$ cat config.mk
export PLATFORM = sky130hd
export DESIGN_NAME = serializer_piso_stream_flat
export DESIGN_NICKNAME = d
export VERILOG_FILES = /design/src/rtl/serializer_piso_stream_pkg.sv /design/src/rtl/serializer_piso_stream_if.sv /design/src/rtl/serializer_hold_slot.sv /design/src/rtl/serializer_piso_stream.sv /design/src/flat_wrapper.sv
export SDC_FILE = /design/constraint.sdc
export NUM_CORES = 1
export LEC_CHECK = 0
export CAP_MARGIN = 20
export CORE_UTILIZATION = 52
export CTS_CLUSTER_DIAMETER = 40
export DETAILED_ROUTE_END_ITERATION = 8
export GPL_ROUTABILITY_DRIVEN = 0
export PLACE_DENSITY = 0.77
export REMOVE_ABC_BUFFERS = 1
export SYNTH_ARGS = -nofsm -noshare
export SYNTH_HDL_FRONTEND = slang
export SYNTH_HIERARCHICAL = 1
export SYNTH_SLANG_ARGS = --single-unit
$ cat constraint.sdc
create_clock -name clk -period 1.7 [get_ports clk]
set_input_delay 0.34 -clock clk [delete_from_list [all_inputs] [get_ports clk]]
set_output_delay 0.34 -clock clk [all_outputs]
set_load 0.05 [all_outputs]
$ cat src/rtl/serializer_piso_stream_pkg.sv
// serializer_piso_stream_pkg
//   Shared transceiver definitions used by the serializer and its hold slot:
//   - ser_state_e   : serializer FSM states
//   - BIT_ORDER_*   : encoding of the MSB_FIRST parameter
//   - clog2_min1()  : counter width helper that never returns 0
package serializer_piso_stream_pkg;

  typedef enum logic {
    IDLE  = 1'b0,
    SHIFT = 1'b1
  } ser_state_e;

  localparam int BIT_ORDER_LSB = 0;
  localparam int BIT_ORDER_MSB = 1;

  function automatic int clog2_min1(input int n);
    int w;
    w = $clog2(n);
    return (w < 1) ? 1 : w;
  endfunction

endpackage

$ cat src/rtl/serializer_piso_stream_if.sv
// serializer_piso_stream_if
//   Parallel word handshake between the framing logic (master) and the
//   serializer (slave).
//   in_data  : parallel word, sampled only on in_valid & in_ready
//   in_valid : source has a word
//   in_ready : serializer holding slot is empty
interface serializer_piso_stream_if #(
  parameter int DATA_WIDTH = 8
) ();

  logic [DATA_WIDTH-1:0] in_data;
  logic                  in_valid;
  logic                  in_ready;

  modport master (
    output in_data,
    output in_valid,
    input  in_ready
  );

  modport slave (
    input  in_data,
    input  in_valid,
    output in_ready
  );

endinterface

$ cat src/rtl/serializer_hold_slot.sv
// serializer_hold_slot
//   One-entry valid/ready register in front of the shifter.
//   clk, rst    : clock, synchronous active-high reset
//   wr_data_i   : incoming word
//   wr_valid_i  : incoming word valid
//   wr_ready_o  : slot empty and not in reset (combinational)
//   pop_i       : shifter consumes the held word this edge
//   rd_data_o   : held word
//   full_o      : slot holds a word
module serializer_hold_slot
  import serializer_piso_stream_pkg::*;
#(
  parameter int DATA_WIDTH = 8
) (
  input  logic                  clk,
  input  logic                  rst,
  input  logic [DATA_WIDTH-1:0] wr_data_i,
  input  logic                  wr_valid_i,
  output logic                  wr_ready_o,
  input  logic                  pop_i,
  output logic [DATA_WIDTH-1:0] rd_data_o,
  output logic                  full_o
);

  logic [DATA_WIDTH-1:0] data_q;
  logic                  full_q;
  logic                  push;

  // Ready depends only on the slot state, so a push and a pop can never
  // coincide: pop requires full, push requires empty.
  assign wr_ready_o = ~full_q & ~rst;
  assign push       = wr_valid_i & wr_ready_o;

  always_ff @(posedge clk) begin
    if (rst) begin
      data_q <= '0;
      full_q <= 1'b0;
    end else if (push) begin
      data_q <= wr_data_i;
      full_q <= 1'b1;
    end else if (pop_i) begin
      full_q <= 1'b0;
    end
  end

  assign rd_data_o = data_q;
  assign full_o    = full_q;

endmodule

$ cat src/rtl/serializer_piso_stream.sv
// serializer_piso_stream
//   Transmit-side parallel-in/serial-out serializer. Words enter through a
//   one-word hold slot and are shifted out one bit per bit_en strobe; a word
//   waiting in the slot is loaded on the edge that ends the previous word's
//   last bit, giving back-to-back transmission with no idle bit.
//   clk, rst  : clock, synchronous active-high reset
//   in_if     : slave side of the valid/ready word handshake
//   bit_en    : bit-period strobe
//   srl_out   : registered serial data (IDLE_LEVEL when no word in flight)
//   srl_frame : high during the first bit period of each word
//   tx_active : high while a word is being shifted
//   word_done : one-cycle pulse on the edge that ends a word's last bit
//
//   state | meaning
//   IDLE  | line at IDLE_LEVEL, waiting for a held word and a bit_en
//   SHIFT | word in flight, bit_cnt_q indexes the bit on srl_out
module serializer_piso_stream
  import serializer_piso_stream_pkg::*;
#(
  parameter int   DATA_WIDTH = 8,
  parameter int   MSB_FIRST  = 0,
  parameter logic IDLE_LEVEL = 1'b0
) (
  input  logic                     clk,
  input  logic                     rst,
  serializer_piso_stream_if.slave  in_if,
  input  logic                     bit_en,
  output logic                     srl_out,
  output logic                     srl_frame,
  output logic                     tx_active,
  output logic                     word_done
);

  localparam int              CNT_W  = clog2_min1(DATA_WIDTH);
  localparam logic [CNT_W-1:0] LAST  = CNT_W'(DATA_WIDTH - 1);
  localparam bit              MSB_C  = (MSB_FIRST == BIT_ORDER_MSB);

  logic [DATA_WIDTH-1:0] hold_data;
  logic                  hold_full;
  logic                  hold_ready;
  logic                  pop;
  logic                  last_bit;

  ser_state_e            state_q;
  logic [DATA_WIDTH-1:0] shreg_q;
  logic [CNT_W-1:0]      bit_cnt_q;
  logic                  srl_out_q;
  logic                  srl_frame_q;
  logic                  tx_active_q;
  logic                  word_done_q;

  serializer_hold_slot #(
    .DATA_WIDTH (DATA_WIDTH)
  ) u_hold (
    .clk        (clk),
    .rst        (rst),
    .wr_data_i  (in_if.in_data),
    .wr_valid_i (in_if.in_valid),
    .wr_ready_o (hold_ready),
    .pop_i      (pop),
    .rd_data_o  (hold_data),
    .full_o     (hold_full)
  );

  assign in_if.in_ready = hold_ready;

  assign last_bit = (state_q == SHIFT) && (bit_cnt_q == LAST);
  // Load from the slot when idle, or seamlessly at the end of the last bit.
  assign pop      = bit_en & hold_full & ((state_q == IDLE) | last_bit);

  always_ff @(posedge clk) begin
    if (rst) begin
      state_q     <= IDLE;
      shreg_q     <= '0;
      bit_cnt_q   <= '0;
      srl_out_q   <= IDLE_LEVEL;
      srl_frame_q <= 1'b0;
      tx_active_q <= 1'b0;
      word_done_q <= 1'b0;
    end else begin
      word_done_q <= 1'b0;
      if (bit_en) begin
        if (last_bit) begin
          word_done_q <= 1'b1;
        end
        if (pop) begin
          // shreg_q keeps the bits not yet on the line, pre-shifted so the
          // next bit always sits at the output end.
          state_q     <= SHIFT;
          bit_cnt_q   <= '0;
          srl_frame_q <= 1'b1;
          tx_active_q <= 1'b1;
          if (MSB_C) begin
            srl_out_q <= hold_data[DATA_WIDTH-1];
            shreg_q   <= hold_data << 1;
          end else begin
            srl_out_q <= hold_data[0];
            shreg_q   <= hold_data >> 1;
          end
        end else begin
          unique case (state_q)
            IDLE: begin
              srl_out_q <= IDLE_LEVEL;
            end
            SHIFT: begin
              if (last_bit) begin
                state_q     <= IDLE;
                bit_cnt_q   <= '0;
                srl_out_q   <= IDLE_LEVEL;
                srl_frame_q <= 1'b0;
                tx_active_q <= 1'b0;
              end else begin
                bit_cnt_q   <= bit_cnt_q + 1'b1;
                srl_frame_q <= 1'b0;
                if (MSB_C) begin
                  srl_out_q <= shreg_q[DATA_WIDTH-1];
                  shreg_q   <= shreg_q << 1;
                end else begin
                  srl_out_q <= shreg_q[0];
                  shreg_q   <= shreg_q >> 1;
                end
              end
            end
            default: begin
              state_q <= IDLE;
            end
          endcase
        end
      end
    end
  end

  assign srl_out   = srl_out_q;
  assign srl_frame = srl_frame_q;
  assign tx_active = tx_active_q;
  assign word_done = word_done_q;

endmodule

$ cat src/flat_wrapper.sv
// flat-port wrapper written by rule: the top's interface ports become plain ports
module serializer_piso_stream_flat import serializer_piso_stream_pkg::*;
#(
  parameter int   DATA_WIDTH = 8,
  parameter int   MSB_FIRST  = 0,
  parameter logic IDLE_LEVEL = 1'b0
)
  (clk, rst, bit_en, srl_out, srl_frame, tx_active, word_done, in_if_in_data, in_if_in_valid, in_if_in_ready);
  serializer_piso_stream_if #(.DATA_WIDTH(DATA_WIDTH)) in_if_i ();
  input  logic clk;
  input  logic rst;
  input  logic bit_en;
  output logic srl_out;
  output logic srl_frame;
  output logic tx_active;
  output logic word_done;
  input wire logic [$bits(in_if_i.in_data)-1:0] in_if_in_data;
  input wire logic [$bits(in_if_i.in_valid)-1:0] in_if_in_valid;
  output wire logic [$bits(in_if_i.in_ready)-1:0] in_if_in_ready;
  assign in_if_i.in_data = in_if_in_data;
  assign in_if_i.in_valid = in_if_in_valid;
  assign in_if_in_ready = in_if_i.in_ready;
  serializer_piso_stream #(.DATA_WIDTH(DATA_WIDTH), .MSB_FIRST(MSB_FIRST), .IDLE_LEVEL(IDLE_LEVEL)) u_core (.clk(clk), .rst(rst), .in_if(in_if_i), .bit_en(bit_en), .srl_out(srl_out), .srl_frame(srl_frame), .tx_active(tx_active), .word_done(word_done));
endmodule
== Yosys cells after proc, flatten, opt, wreduce, memory -nomap -nowiden ==
Index checks and enable logic that the tools add are counted.

* Register bits: 25
* Input port bits: 12
* Output and inout port bits: 5

* Add/subtract/negate cells: 1
* Eq/ne operators: 2
* Mux-type cells: 20
* Bitwise gates (word level): 9
* Reduce and logical (&&, ||, !) cells: 8

{| class="wikitable"
|+ Operator list
! kind !! count
|-
| two-way mux 8 bit || 3
|-
| two-way mux 1 bit || 13
|-
| two-way mux 3 bit || 3
|-
| AND reduction 3 bit || 2
|-
| nonzero test 2 bit || 3
|-
| AND 1 bit || 4
|-
| inverter 1 bit || 4
|-
| adder 3 x 1 -> 3 bit (second input constant) || 1
|-
| equality test 3 bit (second input constant) || 1
|-
| != test 2 x 1 -> 1 bit (second input constant) || 1
|-
| one-hot mux 1 bit (2 select lines) || 1
|-
| AND reduction 2 bit || 1
|-
| OR reduction 2 bit || 1
|-
| logical AND 1 bit || 1
|-
| OR 1 bit || 1
|}

== Logic depth before layout (Yosys ltp) ==
Gate-level depths: netlist of run 1.

* Depth after elaboration: 6
* Depth in mapped cells: 7
* Depth with buffers taken out: 6

== By module ==
Netlist of run 1, hierarchy kept.

{| class="wikitable"
|+ By module, submodules not included
! module !! times used !! cells an instance !! area each (um^2)
|-
| serializer_piso_stream || 1 || 76 || 716.9
|-
| serializer_hold_slot || 1 || 40 || 402.9
|}

== Least setup slack after synthesis of run 1 ==
Ideal clock, no wire load.

* Kind: in2out
* Start: input port rst
* End: output port in_if_in_ready
* Arrival: 1133 ps
* Data required time: 1360 ps
* Slack: 227 ps
* Stages on the path: 2
* Cells stage by stage: clkbuf_1 > nor2_1

* Longest elaborated chain between the ends: 2

{| class="wikitable"
|+ RTL lines
! element !! line !! RTL
|-
| start, declared || flat_wrapper.sv:11 || <nowiki>input logic rst;</nowiki>
|-
| inverter 1 bit || serializer_hold_slot.sv:31 || <nowiki>assign wr_ready_o = ~full_q & ~rst;</nowiki>
|-
| AND 1 bit || serializer_hold_slot.sv:31 ||
|-
| end, declared || flat_wrapper.sv:19 || <nowiki>output wire logic [$bits(in_if_i.in_ready)-1:0] in_if_in_ready;</nowiki>
|}

Every way passes these cells.

== Final worst setup path of run 1 ==
* Start: register u_core.u_hold.full_q (netlist: u_core/u_hold/full_o)
* End: output port in_if_in_ready

* Longest elaborated chain between the ends: 2

{| class="wikitable"
|+ RTL lines
! element !! line !! RTL
|-
| start, declared || serializer_hold_slot.sv:26 || <nowiki>logic full_q;</nowiki>
|-
| start signal, assigned || serializer_hold_slot.sv:37 || <nowiki>full_q <= 1'b0;</nowiki>
|-
| start signal, assigned || serializer_hold_slot.sv:40 || <nowiki>full_q <= 1'b1;</nowiki>
|-
| start signal, assigned || serializer_hold_slot.sv:42 || <nowiki>full_q <= 1'b0;</nowiki>
|-
| inverter 1 bit || serializer_hold_slot.sv:31 ||
|-
| AND 1 bit || serializer_hold_slot.sv:31 ||
|}

Every way passes these cells.

==> metrics, run 1 <==
status completed; Flop pwr share around 51%; leakage power 0.5039 nW; crit path cell chain buf_4, nor2_1, buf_12; CP Class flop to output port; XOR/XNOR Fraction of Synth Area 0%; Num CTS Buffers 3; DRT iter0 DRCs 21; WP data arrival 1.23 ns; Final Hold Viols 0; Worst Hold Path Cells 2; commonest cells after routing, fill and taps aside 24 x dfxtp_1, 11 x clkdlybuf4s50_1, 10 x nand2b_1, 9 x buf_4, 9 x o21ai_1; Synth area leader dfxtp_1; Clock Latency Late Sink between 0.3 and 0.4 ns; commonest non-fill, non-tap cell in the layout dfxtp_1; Pwr per Cell Area 884.2 nW/µm²; Max stage delay on crit path 0.40 ns; Synth top area share 42.91%; num rows 16; RSZ-0062 raised after global routing false; simple logic cell fraction of the synthesized area approximately 25%; number of antenna violations at the first check in global routing 0; Ports 17; switching power about 0.29 mW; maximum root-to-sink buffer count 2; number of vias per cell around 5.7; HP Start u_core/shreg_q[0]; complex-gate fraction of the synthesized area 21.45%; design area 1384 µm²; Residual DRC 0; DRT Pass-1 Iters 4; setup violators final 0; pin count of the biggest net entering global routing 33; Final Cycle Share 92.56%; vias 930; Worst Setup End Kind output port; Sw Share 23.92%; setup_tns 0 ns; DIE AREA around 2300 µm²; Synth Area in Adders 2.235%; Port-buffer cells 16; # nets final 150; terminus of the critical flop-to-flop path u_core/shreg_q[4]; Logic pwr share 16.3%; Internal 0.9309 mW; vias in the first global route 903; FMAX around 0.64 GHz; cts hold-fix bufs 0; Syn Area/Cell 9.654 µm²; Post-DP Area 1313 µm²; maximum vdd drop approximately 0.00054 V; Total Wirelength about 2200 µm; total global routing track utilization 22.06%; CTS root buf clkbuf_4; Slowest-stage cell, CP dfxtp_1; Syn Inst Count 116; Worst Max-Slew Pin Slew approximately 0.42 ns; worst r2r path cells 5; relative slew slack 71.53%; Startpoint Class flop; Placeable Area 2002 µm²; Clock Skew 0.01428 ns; mux contribution to synthesized area 1.006%; crit-path max FO 7; Placed Instances 156; Yosys reg bits 24; Clk pin slew, worst setup/hold paths 0.14 ns; Hold Path End u_core/shreg_q[0]; max-slew violation count 0; antenna cells 0; synth unique cells 35; H-tree depth 1; ratio of cells with drive above 1 in the final layout 15.56%; synthesis-to-finish area growth 23.58%; Max Cap Viol 0; Die H 48.41 µm; Mapped Area 1120 µm²; Tmin final 1.573 ns; largest family of logic cells by synthesized area simple AND/OR/NAND/NOR gates; grt ovf 0; Layout Cells excl Fill 162; clock share of power 33.2%; final antenna-violating net count 0; YS warnings 6; DIE WIDTH 48.41 µm; worst r2r src u_core/bit_cnt_q[0]; post-DP HPWL between 1500 and 2000 µm; initial core utilization 55.94%; # clock sinks 24; CTS tree yes; Tightest Hold Check Type flop to flop; Critical Path RT 1.36 ns; WL/cell 13.78 µm; worst reg-to-reg setup slack 0.17 ns; first-pass GRT wire length 4084 µm; dominant cells by area after synthesis dfxtp_1 43%, nand4bb_1 8.0%, nand2b_1 5.6%; sequential share of the synthesized area 42.91%
==> sequential cells by signal, indices dropped and copies added (netlist names) <==
register / count
u_core/word_done: 1
u_core/tx_active: 1
u_core/shreg_q: 7
u_core/state_q: 1
u_core/u_hold/full_o: 1
u_core/u_hold/rd_data_o: 8
u_core/bit_cnt_q: 3
u_core/srl_frame: 1
u_core/srl_out: 1
==> power groups by stage <==
stage	clock (mW)	sequential (mW)	combinational, mW
finish	0.406	0.618	0.199
global route	0.436	0.623	0.217
detailed placement	0	0.630	0.195
floorplan	0	0.642	0.0885
CTS	0.413	0.618	0.196
global placement	0	0.629	0.191
==> per-layer routing <==
layer,GRT usage (%),routed length (µm)
met3,3.774,100
met4,6.863,12
met2,35.68,1105
met5,0,0
met1,30.04,1014
==> worst max-delay path by stage <==
stage,start,endpoint,slack (ns),depth (start not counted)
2_1_floorplan,u_core/u_hold/full_o,in_if_in_ready,0.24,1
3_3_place_gp,bit_en,u_core/shreg_q[1],0.16,5
3_5_place_dp,u_core/bit_cnt_q[0],u_core/shreg_q[4],0.14,5
4_1_cts,u_core/bit_cnt_q[0],u_core/shreg_q[4],0.12,5
5_1_grt,u_core/u_hold/full_o,in_if_in_ready,0.07,3
6_report,u_core/u_hold/full_o,in_if_in_ready,0.13,3
==> layout make-up <==
type | count | area, µm²
fillers | 160 | 618.1
clock inverters | 1 | 30.03
well taps | 27 | 33.78
repair buffers | 22 | 217.7
flip-flops and latches | 24 | 480.5
inverters | 8 | 30.03
clock buffers | 3 | 22.52
multi-input cells | 77 | 569.3
==> Yosys cell counts <==
| library cell | n |
|---|---|
| a311oi_1 | 1 |
| inv_1 | 8 |
| o21a_1 | 1 |
| buf_6 | 2 |
| o21ai_0 | 1 |
| o21ai_1 | 9 |
| o21ba_1 | 1 |
| nand2b_1 | 10 |
| clkbuf_1 | 3 |
| nand2_1 | 5 |
| a21oi_1 | 3 |
| nand3b_1 | 2 |
| nand3_1 | 2 |
| and2b_1 | 1 |
| o32ai_1 | 6 |
| nand4b_1 | 1 |
| buf_2 | 2 |
| mux2_1 | 1 |
| o21ai_2 | 1 |
| nor2_2 | 1 |
| a2bb2oi_1 | 1 |
| ha_1 | 2 |
| a32oi_1 | 1 |
| dfxtp_1 | 24 |
| nand4bb_1 | 8 |
| nor2b_1 | 2 |
| a31oi_1 | 1 |
| and4_1 | 1 |
| nor2_1 | 5 |
| a211oi_1 | 5 |
| and3b_1 | 1 |
| buf_4 | 1 |
| o41ai_2 | 1 |
| nor2b_4 | 1 |
| a32o_1 | 1 |
==> critical path: cells and delay by family (launching register included) <==
kind	cells	cell delay, ns
buf+inv	2	0.34
flops	1	0.40
simple gates	1	0.18
==> kinds of logic (layout without fill, tap and decap cells) <==
kind of cell,after synthesis,after routing
AO/OA/AOI/OAI,33,33
adder cells (fa/ha/maj),2,2
buffers and inverters,16,34
AND/OR/NAND/NOR,40,41
multiplexers,1,1
flip-flops,24,24
==> metrics by stage <==
stage	worst slack (ns)	power, mW	hold WS, ns	utilization, %
after floorplan	0.2372	0.7305	0.4091	-
after global placement	0.1619	0.8196	0.4439	65.56
after detailed placement	0.1369	0.8248	0.4497	65.56
after CTS	0.1150	1.226	0.4693	68.19
after global routing	0.07289	1.277	0.5030	69.13
final	0.1265	1.224	0.4701	69.13
==> timing repair <==
| action | in CTS | in global routing |
|---|---|---|
| hold endpoints to repair | 0 | 0 |
| setup endpoints to repair | 0 | 3 |
| setup buffers | 0 | 1 |
| resized for setup | 0 | 1 |
No activity file was read; power rests on OpenSTA's default activity.
==> run 2: changes to the inputs <==
--- a/config.mk
+++ b/config.mk
@@ -10,7 +10,7 @@
 export CTS_CLUSTER_DIAMETER = 40
 export DETAILED_ROUTE_END_ITERATION = 8
 export GPL_ROUTABILITY_DRIVEN = 0
-export PLACE_DENSITY = 0.77
+export PLACE_DENSITY = 0.81
 export REMOVE_ABC_BUFFERS = 1
 export SYNTH_ARGS = -nofsm -noshare
 export SYNTH_HDL_FRONTEND = slang
==> run 2 against run 1 <==
Final cell count rose by 0.62%. Count of clock-buffer cells in the layout grew 1. Design area down 1.7%. Total power fell by 9.3%. Setup slack got worse by 0.0039 ns. Fmax decreased by 0.24%. Global-route usage is 0.42 points lower. Critical endpoint is now u_core/shreg_q[4]. Largest cell class unchanged. Largest power group unchanged. Sequential power rose by 0.8%. First-iteration DRC count is 52% higher. Critical path type is now flop to flop. Utilization is 1.2 points lower. Hold slack lost 0.00080 ns. Highest routed layer unchanged.
==> metrics, run 2 (synthesis results as in run 1) <==
commonest cells after routing, fill and taps aside 23 x dfxtp_1, 12 x buf_4, 11 x clkdlybuf4s50_1, 10 x nand2b_1, 9 x o21ai_1; vias 956 (+2.8%); number of vias per cell 5.865 (+2.2%); Core Util, Final 67.94% (-1.2 points); status completed; Worst Max-Slew Pin Slew 0.4483 ns (+0.02412 ns); number of antenna violations at the first check in global routing 0 (unchanged); CP Class flop to flop; maximum root-to-sink buffer count 2 (unchanged); total global routing track utilization 21.64% (-0.42 points); RSZ-0062 raised after global routing false; Tightest Hold Check Type flop to flop; Final Cycle Share 92.79% (+0.23 points); Num CTS Buffers 3 (unchanged); # clock sinks 24 (unchanged); maximum vdd drop 0.0005021 V (-6.7%); max reg flops 8 (unchanged); Clk pin slew, worst setup/hold paths 0.13 ns (about the same); num rows 16 (unchanged); Hold Path End u_core/shreg_q[0]; DIE AREA 2343 µm² (unchanged); DRT iter0 DRCs 32 (+52%); Port-buffer cells 16 (unchanged); CTS root buf clkbuf_4; H-tree depth 1 (unchanged); HP Start u_core/shreg_q[0]; Fill cells 161 (+0.63%); worst r2r src u_core/bit_cnt_q[0]; vias in the first global route 880 (-2.5%); Total Wirelength 2314 µm (+3.6%); postcts setup bufs 0 (unchanged); cts hold-fix bufs 0 (unchanged); final antenna-violating net count 0 (unchanged); Clock Skew 0.007239 ns (-0.007044 ns); Ports 17 (unchanged); crit-path max FO 5 (-2); setup_tns 0 ns (unchanged); Clock Latency Late Sink 0.31 ns (about the same); Pwr per Cell Area 816.1 nW/µm² (-7.7%); pin count of the biggest net entering global routing 20 (-39%); post-DP HPWL 1645 µm (+7.0%); grt ovf 0 (unchanged); WP data arrival 1.80 ns (+0.57 ns); CTS tree yes; Critical Path RT 1.93 ns (+0.57 ns); Die H 48.41 µm (unchanged); synthesis-to-finish area growth 21.45%; Tmin final 1.577 ns (+0.003864 ns); Startpoint Class flop; FMAX 0.6340 GHz (-0.24%); terminus of the critical flop-to-flop path u_core/shreg_q[4]; design area 1360 µm² (-1.7%); Post-DP Area 1323 µm² (+0.76%); DRT Pass-1 Iters 4 (unchanged); Worst Setup End Kind flop; leakage power 0.5008 nW (-0.61%); Max Cap Viol 0 (unchanged); # nets final 151 (+0.67%); Placeable Area 2002 µm² (unchanged); DIE WIDTH 48.41 µm (unchanged); first-pass GRT wire length 3919 µm (-4.0%); relative slew slack 69.92% (-1.6 points); initial core utilization 55.94% (unchanged); Worst Hold Path Cells 2 (unchanged); worst reg-to-reg setup slack 0.12 ns (-0.05 ns); Residual DRC 0 (unchanged); setup violators final 0 (unchanged); ratio of cells with drive above 1 in the final layout 16.18% (+0.62 points); Final Hold Viols 0 (unchanged); WL/cell 14.20 µm (+3.0%); antenna cells 0 (unchanged); max-slew violation count 0 (unchanged); commonest non-fill, non-tap cell in the layout dfxtp_1; worst r2r path cells 5 (unchanged)
==> run 2: cell types whose count changed in the layout (fill, tap and decap cells not counted), sizes merged <==
cell / previous run / this run
bufinv: 1 / 0
nor2b: 4 / 3
clkbuf: 3 / 4
buf: 11 / 13
==> run 2: worst max-delay path: stages, from the launching register on <==
cell and delay, ns:
dfxtp_1 0.35, ha_1 0.20, ha_1 0.26, nand2b_1 0.23, mux2_1 0.35, o32ai_1 0.10
==> run 2: metrics by stage <==
step,hold slack [ns],setup WS [ns],total power [mW],std cells
detailed placement,0.4522,0.1015,0.8241,159
CTS,0.4696,0.03710,1.114,163
global route,0.4980,0.01100,1.160,163
global placement,0.4428,0.1496,0.8183,159
floorplan,0.4091,0.2372,0.7305,108
finish,0.4693,0.1227,1.110,163
==> run 2: final cells by class <==
| cell class | instances | area, µm² | area share (%) |
|---|---|---|---|
| clock buffers | 4 | 36.28 | 2.668 |
| inverters | 8 | 30.03 | 2.208 |
| multi-input cells | 76 | 558.0 | 41.03 |
| flip-flops and latches | 24 | 481.7 | 35.42 |
| well taps | 27 | 33.78 | 2.484 |
| repair buffers | 24 | 220.2 | 16.19 |
==> run 2: how the worst max path moves through the flow <==
stage	from	endpoint	slack, ns	cells after the start
2_1_floorplan	u_core/u_hold/full_o	in_if_in_ready	0.24	1
3_3_place_gp	bit_en	u_core/u_hold/full_o	0.15	5
3_5_place_dp	bit_en	u_core/bit_cnt_q[0]	0.10	5
4_1_cts	u_core/u_hold/full_o	in_if_in_ready	0.04	2
5_1_grt	u_core/bit_cnt_q[0]	u_core/shreg_q[4]	0.01	5
6_report	u_core/bit_cnt_q[0]	u_core/shreg_q[4]	0.12	5
==> run 2: routing by layer <==
layer  GRT usage, %  share of wire (%)  up-vias  wire length [µm]
li1               -                  -      463                 -
met1          26.23                 44      454              1018
met2          37.79                 49       35              1140
met3          2.830                5.2        4               121
met4          10.29                1.5        0                34
met5              0                  0        -                 0
==> run 2: power by group <==
part / switching (mW) / internal (mW) / total (mW)
Combinational: 0.0966 / 0.0951 / 0.192
Clock: 0.164 / 0.131 / 0.295
Sequential: 0.0290 / 0.594 / 0.623
==> run 2: timing repair <==
action | in CTS | in global routing
setup endpoints to repair | 0 | 1
endpoints found under the hold margin | 0 | 0
gates resized for setup | 0 | 1
